**src/rtl/path_meas_pkg.sv**
```systemverilog
// Shared types, default parameters and width helper for the
// path delay meter.
package path_meas_pkg;

    typedef enum logic [2:0] {
        IDLE    = 3'd0,
        PREP    = 3'd1,
        LAUNCH  = 3'd2,
        MEASURE = 3'd3,
        ACCUM   = 3'd4,
        FINISH  = 3'd5
    } measState_t;

    localparam int DEF_CNT_W         = 16;
    localparam int DEF_TIMEOUT       = 1023;
    localparam int DEF_TRIALS_LOG2   = 3;
    localparam int DEF_SYNC_STAGES   = 2;
    localparam int DEF_SETTLE_CYCLES = 4;

    // Sum of 2^trialsLog2 counts of cntW bits never needs more bits.
    function automatic int resultWidth(input int cntW,
                                       input int trialsLog2);
        return cntW + trialsLog2;
    endfunction

endpackage

```
**src/rtl/path_sync.sv**
```systemverilog
// Multi-flop synchroniser with async active-low clear.
// Ports: clk, rst_n, asyncIn (any domain), syncOut (clk domain).
module path_sync #(
    parameter int STAGES = 2
) (
    input  logic clk,
    input  logic rst_n,
    input  logic asyncIn,
    output logic syncOut
);

    logic [STAGES-1:0] chain;

    always_ff @(posedge clk or negedge rst_n) begin
        if (!rst_n) begin
            chain <= '0;
        end else begin
            chain <= {chain[STAGES-2:0], asyncIn};
        end
    end

    assign syncOut = chain[STAGES-1];

endmodule

```
**src/rtl/path_delay_meter.sv**
```systemverilog
// Launch/capture controller measuring clock cycles through a delay path.
// Ports: clk, rst_n, start -> path_launch out, path_capture in (async),
// busy, done, timeout_err, delay_sum, delay_avg, trial_idx.
module path_delay_meter
    import path_meas_pkg::*;
#(
    parameter int CNT_W         = DEF_CNT_W,
    parameter int TIMEOUT       = DEF_TIMEOUT,
    parameter int TRIALS_LOG2   = DEF_TRIALS_LOG2,
    parameter int SYNC_STAGES   = DEF_SYNC_STAGES,
    parameter int SETTLE_CYCLES = DEF_SETTLE_CYCLES
) (
    input  logic                   clk,
    input  logic                   rst_n,
    input  logic                   start,
    output logic                   path_launch,
    input  logic                   path_capture,
    output logic                   busy,
    output logic                   done,
    output logic                   timeout_err,
    output logic [resultWidth(CNT_W, TRIALS_LOG2)-1:0] delay_sum,
    output logic [CNT_W-1:0]       delay_avg,
    output logic [TRIALS_LOG2-1:0] trial_idx
);

    localparam int SUM_W = resultWidth(CNT_W, TRIALS_LOG2);
    localparam int SET_W = $clog2(SETTLE_CYCLES + 1);

    localparam logic [CNT_W-1:0] TIMEOUT_V   = CNT_W'(TIMEOUT);
    localparam logic [SET_W-1:0] SETTLE_LAST = SET_W'(SETTLE_CYCLES - 1);
    localparam logic [TRIALS_LOG2-1:0] LAST_TRIAL = '1;

    measState_t       state;
    logic [CNT_W-1:0] cnt;
    logic [CNT_W-1:0] sample;
    logic [SET_W-1:0] settleCnt;
    logic             capS;
    logic             settled;
    logic             abortNow;
    logic [SUM_W-1:0] newSum;
    logic [SUM_W-1:0] newAvg;
    logic [SUM_W-1:0] partAvg;

    path_sync #(
        .STAGES (SYNC_STAGES)
    ) uSync (
        .clk     (clk),
        .rst_n   (rst_n),
        .asyncIn (path_capture),
        .syncOut (capS)
    );

    assign busy = (state != IDLE);

    // Settling wins over timeout when both land on the same edge.
    assign settled = !capS && (settleCnt == SETTLE_LAST);

    always_comb begin
        abortNow = 1'b0;
        if (state == PREP && !settled && cnt == TIMEOUT_V) begin
            abortNow = 1'b1;
        end
        if (state == MEASURE && !capS && cnt == TIMEOUT_V) begin
            abortNow = 1'b1;
        end
    end

    assign newSum  = delay_sum + SUM_W'(sample);
    assign newAvg  = newSum >> TRIALS_LOG2;
    assign partAvg = delay_sum >> TRIALS_LOG2;

    always_ff @(posedge clk or negedge rst_n) begin
        if (!rst_n) begin
            state       <= IDLE;
            path_launch <= 1'b0;
            done        <= 1'b0;
            timeout_err <= 1'b0;
            delay_sum   <= '0;
            delay_avg   <= '0;
            trial_idx   <= '0;
            cnt         <= '0;
            sample      <= '0;
            settleCnt   <= '0;
        end else begin
            done <= 1'b0;
            if (abortNow) begin
                path_launch <= 1'b0;
                timeout_err <= 1'b1;
                done        <= 1'b1;
                delay_avg   <= partAvg[CNT_W-1:0];
                state       <= IDLE;
            end else begin
                unique case (state)
                    IDLE: begin
                        if (start) begin
                            delay_sum   <= '0;
                            timeout_err <= 1'b0;
                            trial_idx   <= '0;
                            cnt         <= '0;
                            settleCnt   <= '0;
                            state       <= PREP;
                        end
                    end
                    PREP: begin
                        path_launch <= 1'b0;
                        if (settled) begin
                            cnt   <= '0;
                            state <= LAUNCH;
                        end else begin
                            cnt       <= cnt + 1'b1;
                            settleCnt <= capS ? '0 : settleCnt + 1'b1;
                        end
                    end
                    LAUNCH: begin
                        path_launch <= 1'b1;
                        cnt         <= '0;
                        state       <= MEASURE;
                    end
                    MEASURE: begin
                        // cnt already holds the edges since launch up to
                        // the edge at which capS rose.
                        if (capS) begin
                            sample      <= cnt;
                            path_launch <= 1'b0;
                            state       <= ACCUM;
                        end else begin
                            cnt <= cnt + 1'b1;
                        end
                    end
                    ACCUM: begin
                        delay_sum <= newSum;
                        cnt       <= '0;
                        settleCnt <= '0;
                        if (trial_idx == LAST_TRIAL) begin
                            delay_avg <= newAvg[CNT_W-1:0];
                            done      <= 1'b1;
                            state     <= FINISH;
                        end else begin
                            trial_idx <= trial_idx + 1'b1;
                            state     <= PREP;
                        end
                    end
                    FINISH: begin
                        state <= IDLE;
                    end
                    default: begin
                        state <= IDLE;
                    end
                endcase
            end
        end
    end

endmodule

```
**config.mk**
```make
export PLATFORM = sky130hd
export DESIGN_NAME = path_delay_meter
export DESIGN_NICKNAME = d
export VERILOG_FILES = /design/src/rtl/path_meas_pkg.sv /design/src/rtl/path_sync.sv /design/src/rtl/path_delay_meter.sv
export SDC_FILE = /design/constraint.sdc
export NUM_CORES = 1
export LEC_CHECK = 0
export CORE_MARGIN = 4
export CORE_UTILIZATION = 45
export DETAILED_ROUTE_END_ITERATION = 16
export GPL_TIMING_DRIVEN = 0
export HOLD_SLACK_MARGIN = 0.12
export PLACE_DENSITY = 0.74
export SLEW_MARGIN = 0
export SYNTH_ARGS = -nofsm -noshare
export SYNTH_HDL_FRONTEND = slang
export SYNTH_SLANG_ARGS = --single-unit
```
**constraint.sdc**
```tcl
create_clock -name clk -period 2.5 [get_ports clk]
set_input_delay 0.5 -clock clk [delete_from_list [all_inputs] [get_ports clk]]
set_output_delay 0.5 -clock clk [all_outputs]
set_load 0.02 [all_outputs]
```
==> results.cfg, run 1 <==
[cts]
tritoncts = done
htreeDepth = 3
cts.sinks = 81
numCtsBuffers = 9
clkTransAtPathRegs_ns = 0.09
clk_path_buf_depth = 2
root_buffer = clkbuf_8
clock_latency_ns = 0.35

[global_route]
overflow = 0
grt.total_usage_pct = 19.2
grt_start_max_net_pins = 68
grt_pass1_wl_mm = 17.4
antenna_found_initial = 0
grt_pass1_vias = 3584

[timing]
finalCritPeriodShare_pct = 101
worst_slack_ns = -0.0255
fmax_ghz = 0.396
slew_headroom_pct = 38.6
fin_crit_ns = 2.53
fin_skew_ns = 0.0128
rsz0062_at_grt = true
worst_pin_slew_ns = 0.914
drv_slew = 0
finalHoldViolations = 0
setup_viol = 1

[pwr]
p_leak_nw = 2.50
p_per_area_nw_per_um2 = 578
peakVddDrop_uv = 278

[place]
placed_cell_area_sq_um = 4960
gp_congestion = 0.882
post-place-ws_ns = -0.211
io_buffers = 45
dp_hpwl_mm = 7.44

[synthesis]
synth_top_family_by_area = simple AND/OR/NAND/NOR gates
synth_top_cell_area_share_pct = 47.1
synth_fa_ha_area_share_pct = 6.56
synthMuxAreaShare_pct = 0.958
yosys.area.top_type = dfrtp_1
synthTopCellsByArea = dfrtp_1 47%, nand2_1 7.4%, ha_1 6.1%, o21ai_0 4.8%, xor2_1 3.7%
synth_area_sq_um = 4310
synth_nets = 483
synth_cell_types = 58
synth_compound_area_share_pct = 17.8
ys_seq_elements = 81
synthSimpleGateAreaFrac_pct = 20.0
syn_area_per_cell_sq_um = 9.43
yosysSeqAreaShare_pct = 47.1
synth_warnings = 0
synth_cells = 457
synthXorXnorAreaFrac_pct = 5.08
synthFlopType = dfrtp_1
synth-edff-count = 0
synthArstFlopShare_pct = 100

[status]
violations = setup timing
status = finished with violations

[setup_path]
ff2ff_path_depth = 9
criticalPathCategory = reg2reg
crit_path_start = delay_sum[0]$_DFFE_PN0P_
reg2reg_from = delay_sum[0]$_DFFE_PN0P_
rrSetupSlack_ns = -0.03
worst_setup_path_start_kind = flip-flop
cp-end-kind = flip-flop
arrival_ns = 2.77
worst-endpoint-required_ns = 2.74
worstReg2RegEnd = delay_sum[12]$_DFFE_PN0P_
crit_fanout = 4

[worst_hold_path]
whs_endpoint = uSync.chain[1]$_DFF_PN0_
min_path_type = reg2reg
hold_start = uSync.chain[0]$_DFF_PN0_
whs_path_depth = 0

[floorplanning]
die_w_um = 106
die_area_sq_um = 11200
io_pins = 46
core_sq_um = 9280
die_h_um = 106
floorplan.initialDensity_pct = 46.4
rows = 35

[cells_and_area]
diodes = 0
seqCellArea_sq_um = 2030
multi_input_area_sq_um = 2300
nFillCells = 801
nNetsFinal = 552
syn_to_final_growth_pct = 25.3
drive_above_1_share_pct = 12.4
final_area_sq_um = 5400

[route]
route.vias.total = 3590
postRouteAntennaNets = 0
firstDrtPassIters = 4
wl_per_cell_um = 15.3
via_per_inst = 5.44
drc_errors = 0
drt-total-wl_mm = 10.1
initialDrtViolationCount = 143

[flow_run]
maxCapViolCount = 0
stage by stage:
stage	power, mW	std cells	hold slack, ns	setup TNS, ns	util (%)
2_1_floorplan	1.85	457	0.204	0	-
3_5_place_dp	2.04	632	0.342	-1.82	53.4
6_report	3.12	660	0.359	-0.0255	58.1
5_1_grt	3.27	660	0.376	-0.104	58.1
3_3_place_gp	2.01	631	0.334	-153.04	53.2
4_1_cts	3.11	658	0.363	-0.0184	57.1
layer usage:
metal	routed length, um	global-route usage [%]	share of wire [%]
met1	4680	25.5	46
met2	4970	31.8	49
met3	343	3.00	3.4
met4	138	6.66	1.4
met5	0	0	0
what timing repair did:
action,in CTS,in global routing
hold buffers,1,0
hold endpoints to repair,14,0
endpoints found under the setup margin,16,34
setup buffers,9,3
pin swaps,8,10
resized for setup,7,20
synthesized netlist by cell type (all sizes together) (3+ instances only):
library cell / instances
buf: 5
or3: 6
clkbuf: 14
o21bai: 4
mux2i: 3
nor2: 36
nand4: 7
a21oi: 14
a221o: 3
nand3b: 3
nand2: 85
nand3: 13
a21o: 7
a22o: 7
inv: 8
a22oi: 10
xor2: 18
o21a: 3
nor2b: 4
nor3: 9
and3: 8
a31oi: 3
dfrtp: 81
ha: 21
a221oi: 3
xnor2: 7
and2: 4
and4: 3
o31ai: 4
o21ai: 43
critical path: stages, from the launching register on:
cell      delay, ns
dfrtp_2        0.43
ha_4           0.17
fa_2           0.35
a21o_1         0.22
a221oi_4       0.34
a22oi_4        0.11
a21oi_2        0.19
nor2b_2        0.08
or3_1          0.31
a32o_1         0.22
cell families after synthesis:
family,Yosys count
simple gates,186
compound gates,112
flops,81
buf+inv,27
xor+xnor,25
fa+ha+maj,22
mux,4
report_power, final:
group / internal (mW) / switching (mW) / leakage (nW)
registers: 1.38 / 0.0606 / 1.12
logic: 0.216 / 0.395 / 1.28
clock network: 0.566 / 0.500 / 0.103
total: 2.16 / 0.956 / 2.50
placed cells by master, fill, tap and decap left out, types with 11 or more instances in the layout:
cell type and instances:
a21oi_1 11, nand2_1 85, ha_1 19, xor2_1 18, dfrtp_1 80, nand3_1 12
nor2_1 33, clkdlybuf4s50_1 44, buf_4 14, o21ai_0 40
how the worst max path moves through the flow:
stage          cells after the start  slack (ns)                        end
2_1_floorplan                      9       0.007  delay_sum[12]$_DFFE_PN0P_
3_3_place_gp                       1       -2.16   delay_sum[0]$_DFFE_PN0P_
3_5_place_dp                       7       -0.21  delay_avg[10]$_DFFE_PN0P_
4_1_cts                            9       -0.02  delay_sum[12]$_DFFE_PN0P_
5_1_grt                            9       -0.09  delay_sum[12]$_DFFE_PN0P_
6_report                           9       -0.03  delay_sum[12]$_DFFE_PN0P_
state kept, by name (all words and copies together), names as in the netlist:
signal	flops
trial_idx	3
path_launch	1
uSync.chain	2
state	3
settleCnt	3
delay_sum	19
cnt	16
timeout_err	1
sample	16
delay_avg	16
done	1
layout make-up:
cell class	count	area share, %
clock buffers	10	2.36
flip-flops and latches	81	37.6
plain buffers	18	1.48
inverters	8	0.556
multi-input cells	349	42.7
repair buffers	59	10.7
clock inverters	6	1.72
well taps	129	2.99
(Power assumes the default switching activity.)
==> run 2, diff against run 1 <==
Settings changed: CORE_UTILIZATION 45 to 40, PLACE_DENSITY 0.74 to 0.68, SYNTH_HIERARCHICAL set to 1.
==> run 2 against run 1 <==
Against the previous run: the flow now finishes without violations; clock skew fell by 0.0041 ns; via count rose by 5.0%; flip-flop and latch count did not move; final cell count up 0.91%; global-route usage shrank 1.2 points; hold slack lost 0.0097 ns; total power rose by 59%; combinational power rose to 2.8 times the previous value; first-iteration DRC count rose by 83%; die area grew 16%; highest routed layer unchanged; sequential power grew 27%.
==> results.cfg, run 2 <==
[synthesis]
synthTopCellsByCount = 81 x dfrtp_1, 50 x nand2_1, 45 x o21ai_0
synth_nets = 484
synthArstFlopShare_pct = 100
synth-edff-count = 0
synth_area_sq_um = 4500
synth_warnings = 6
ys_seq_elements = 81
synth_cell_types = 54
yosysSeqAreaShare_pct = 45.1
synth_top_cell_area_share_pct = 45.1
syn_area_per_cell_sq_um = 9.82
yosys.area.top_type = dfrtp_1
synthTopCellsByArea = dfrtp_1 45%, ha_1 5.8%, o21ai_0 5.0%, mux2_2 4.3%, nand2_1 4.2%
synth_cells = 458
synth.most_common_cell = dfrtp_1
synthFlopType = dfrtp_1

[timing]
rsz0062_at_grt = true
setup_viol = 0
finalCritPeriodShare_pct = 96.9
tns_ns = 0
worst_pin_slew_ns = 0.752
worst_slack_ns = 0.0773
slew_headroom_pct = 49.9
fin_crit_ns = 2.42
fmax_ghz = 0.413
finalHoldViolations = 0
fin_skew_ns = 0.00870
timing.hold.ws_ns = 0.350
drv_slew = 0

[cells_and_area]
nNetsFinal = 547
nFillCells = 979
syn_to_final_growth_pct = 26.1
final_util_pct = 51.8
layout_commonest_cell = dfrtp_1
drive_above_1_share_pct = 16.0
max_flop_register = delay_sum
mostFrequentLayoutCells = 80 x dfrtp_1, 49 x nand2_1, 44 x clkdlybuf4s50_1
diodes = 0
largest_register_ff_count = 19

[place]
io_buffers = 45
post-place-ws_ns = -0.449
dp_hpwl_mm = 8.19
gp_congestion = 0.880

[route]
wl_per_cell_um = 17.2
drt-total-wl_mm = 11.4
route.vias.total = 3769
drc_errors = 0
firstDrtPassIters = 4
via_per_inst = 5.66
postRouteAntennaNets = 0
initialDrtViolationCount = 261

[worst_hold_path]
min_path_type = reg2reg

[setup_path]
cp-end-kind = flip-flop
crit_slowest_cell = dfrtp_1
path_delay_family = compound AO/OA/AOI/OAI gates
cpMostUsedCell = o21a_1
path_buf_inv = 0
criticalPathCategory = reg2reg
worst_setup_path_start_kind = flip-flop
arrival_ns = 2.65
path_cells = ha_2 -> fa_2 -> a211oi_2 -> o21a_1 -> o21a_1 -> o21a_1 -> o21ai_0 -> a22o_1
crit_fanout = 4
crit_path_max_incr_delay_ns = 0.40
worst-endpoint-required_ns = 2.72

[floorplanning]
die_h_um = 114
rows = 38
core_sq_um = 10900
floorplan.initialDensity_pct = 41.1
die_w_um = 114
die_area_sq_um = 13000
io_pins = 46

[pwr]
peakVddDrop_uv = 384
p_leak_nw = 2.54
p_per_area_nw_per_um2 = 876

[global_route]
overflow = 0
antenna_found_initial = 0
grt_pass1_vias = 3619
grt.total_usage_pct = 18.0
grt_start_max_net_pins = 54
grt_pass1_wl_mm = 18.6

[cts]
htreeDepth = 3
cts.sinks = 81
numCtsBuffers = 9
clk_path_buf_depth = 2
clock_latency_ns = 0.34
clkTransAtPathRegs_ns = 0.06
root_buffer = clkbuf_16
tritoncts = done

[flow_run]
maxCapViolCount = 0

[status]
status = complete, no violations
## run 2: final cells by class
cell class	count	area, sq um	share of cell area (%)
plain buffers	21	97.6	1.72
clock buffers	11	233	4.11
clock inverters	5	80.1	1.41
inverters	6	22.5	0.397
multi-input cells	346	2480	43.7
flip-flops and latches	81	2030	35.8
well taps	140	175	3.09
repair buffers	56	553	9.76
## run 2: through the flow
step / total power [mW] / cell area, sq um / cells
floorplan: 2.83 / 4500 / 458
global placement: 3.37 / 5120 / 643
detailed placement: 3.43 / 5150 / 644
CTS: 4.87 / 5500 / 660
global route: 5.28 / 5670 / 666
finish: 4.96 / 5670 / 666
## run 2: final timing paths
| kind | slack, ns | endpoint | start | cells after the start |
|---|---|---|---|---|
| worst max-delay path | 0.08 | delay_sum[16]$_DFFE_PN0P_ | delay_sum[0]$_DFFE_PN0P_ | 8 |
| worst min-delay path | 0.35 | uSync/chain[1]$_DFF_PN0_ | uSync/chain[0]$_DFF_PN0_ | 0 |
| worst max register to register | 0.08 | delay_sum[16]$_DFFE_PN0P_ | delay_sum[0]$_DFFE_PN0P_ | 8 |
| worst min register to register | 0.35 | uSync/chain[1]$_DFF_PN0_ | uSync/chain[0]$_DFF_PN0_ | 0 |
| max in group asynchronous | 1.26 | cnt[0]$_DFFE_PN0P_ | rst_n | 3 |
| min in group asynchronous | 0.63 | delay_sum[14]$_DFFE_PN0P_ | rst_n | 2 |
## run 2: what timing repair did
item | in CTS | in global routing
endpoints found under the setup margin | 37 | 24
hold endpoints to repair | 28 | 0
setup buffers | 2 | 7
hold buffers | 1 | 0
gates resized for setup | 7 | 33
pin swaps | 3 | 8
## run 2: cells by family (layout without fill, tap and decap cells)
logic type               count (synthesis)  count (layout)  share of synthesized area, %
adder cells (fa/ha/maj)                 22              22                          6.29
flip-flops                              81              81                          45.1
AND/OR/NAND/NOR                        146             146                          16.3
XOR/XNOR                                27              27                          5.26
multiplexers                            18              18                          4.48
buffers and inverters                   31              99                          2.84
AO/OA/AOI/OAI                          133             133                          19.8
## run 2: worst reg2reg max path, stage by stage (launching register included)
cell and delay [ns]:
dfrtp_1 0.40, ha_2 0.23, fa_2 0.40, a211oi_2 0.25, o21a_1 0.22, o21a_1 0.22, o21a_1 0.20, o21ai_0 0.15
a22o_1 0.25
## run 2: metal layers
| layer | wire length [um] | share of wire (%) | track usage, % |
|---|---|---|---|
| met3 | 660 | 5.8 | 4.14 |
| met2 | 5330 | 47 | 29.1 |
| met5 | 0 | 0 | 0 |
| met1 | 5280 | 46 | 24.4 |
| met4 | 157 | 1.4 | 4.67 |
## run 2: power breakdown
part | switching, mW | internal (mW)
logic | 0.974 | 0.768
clock network | 0.521 | 0.874
registers | 0.278 | 1.55
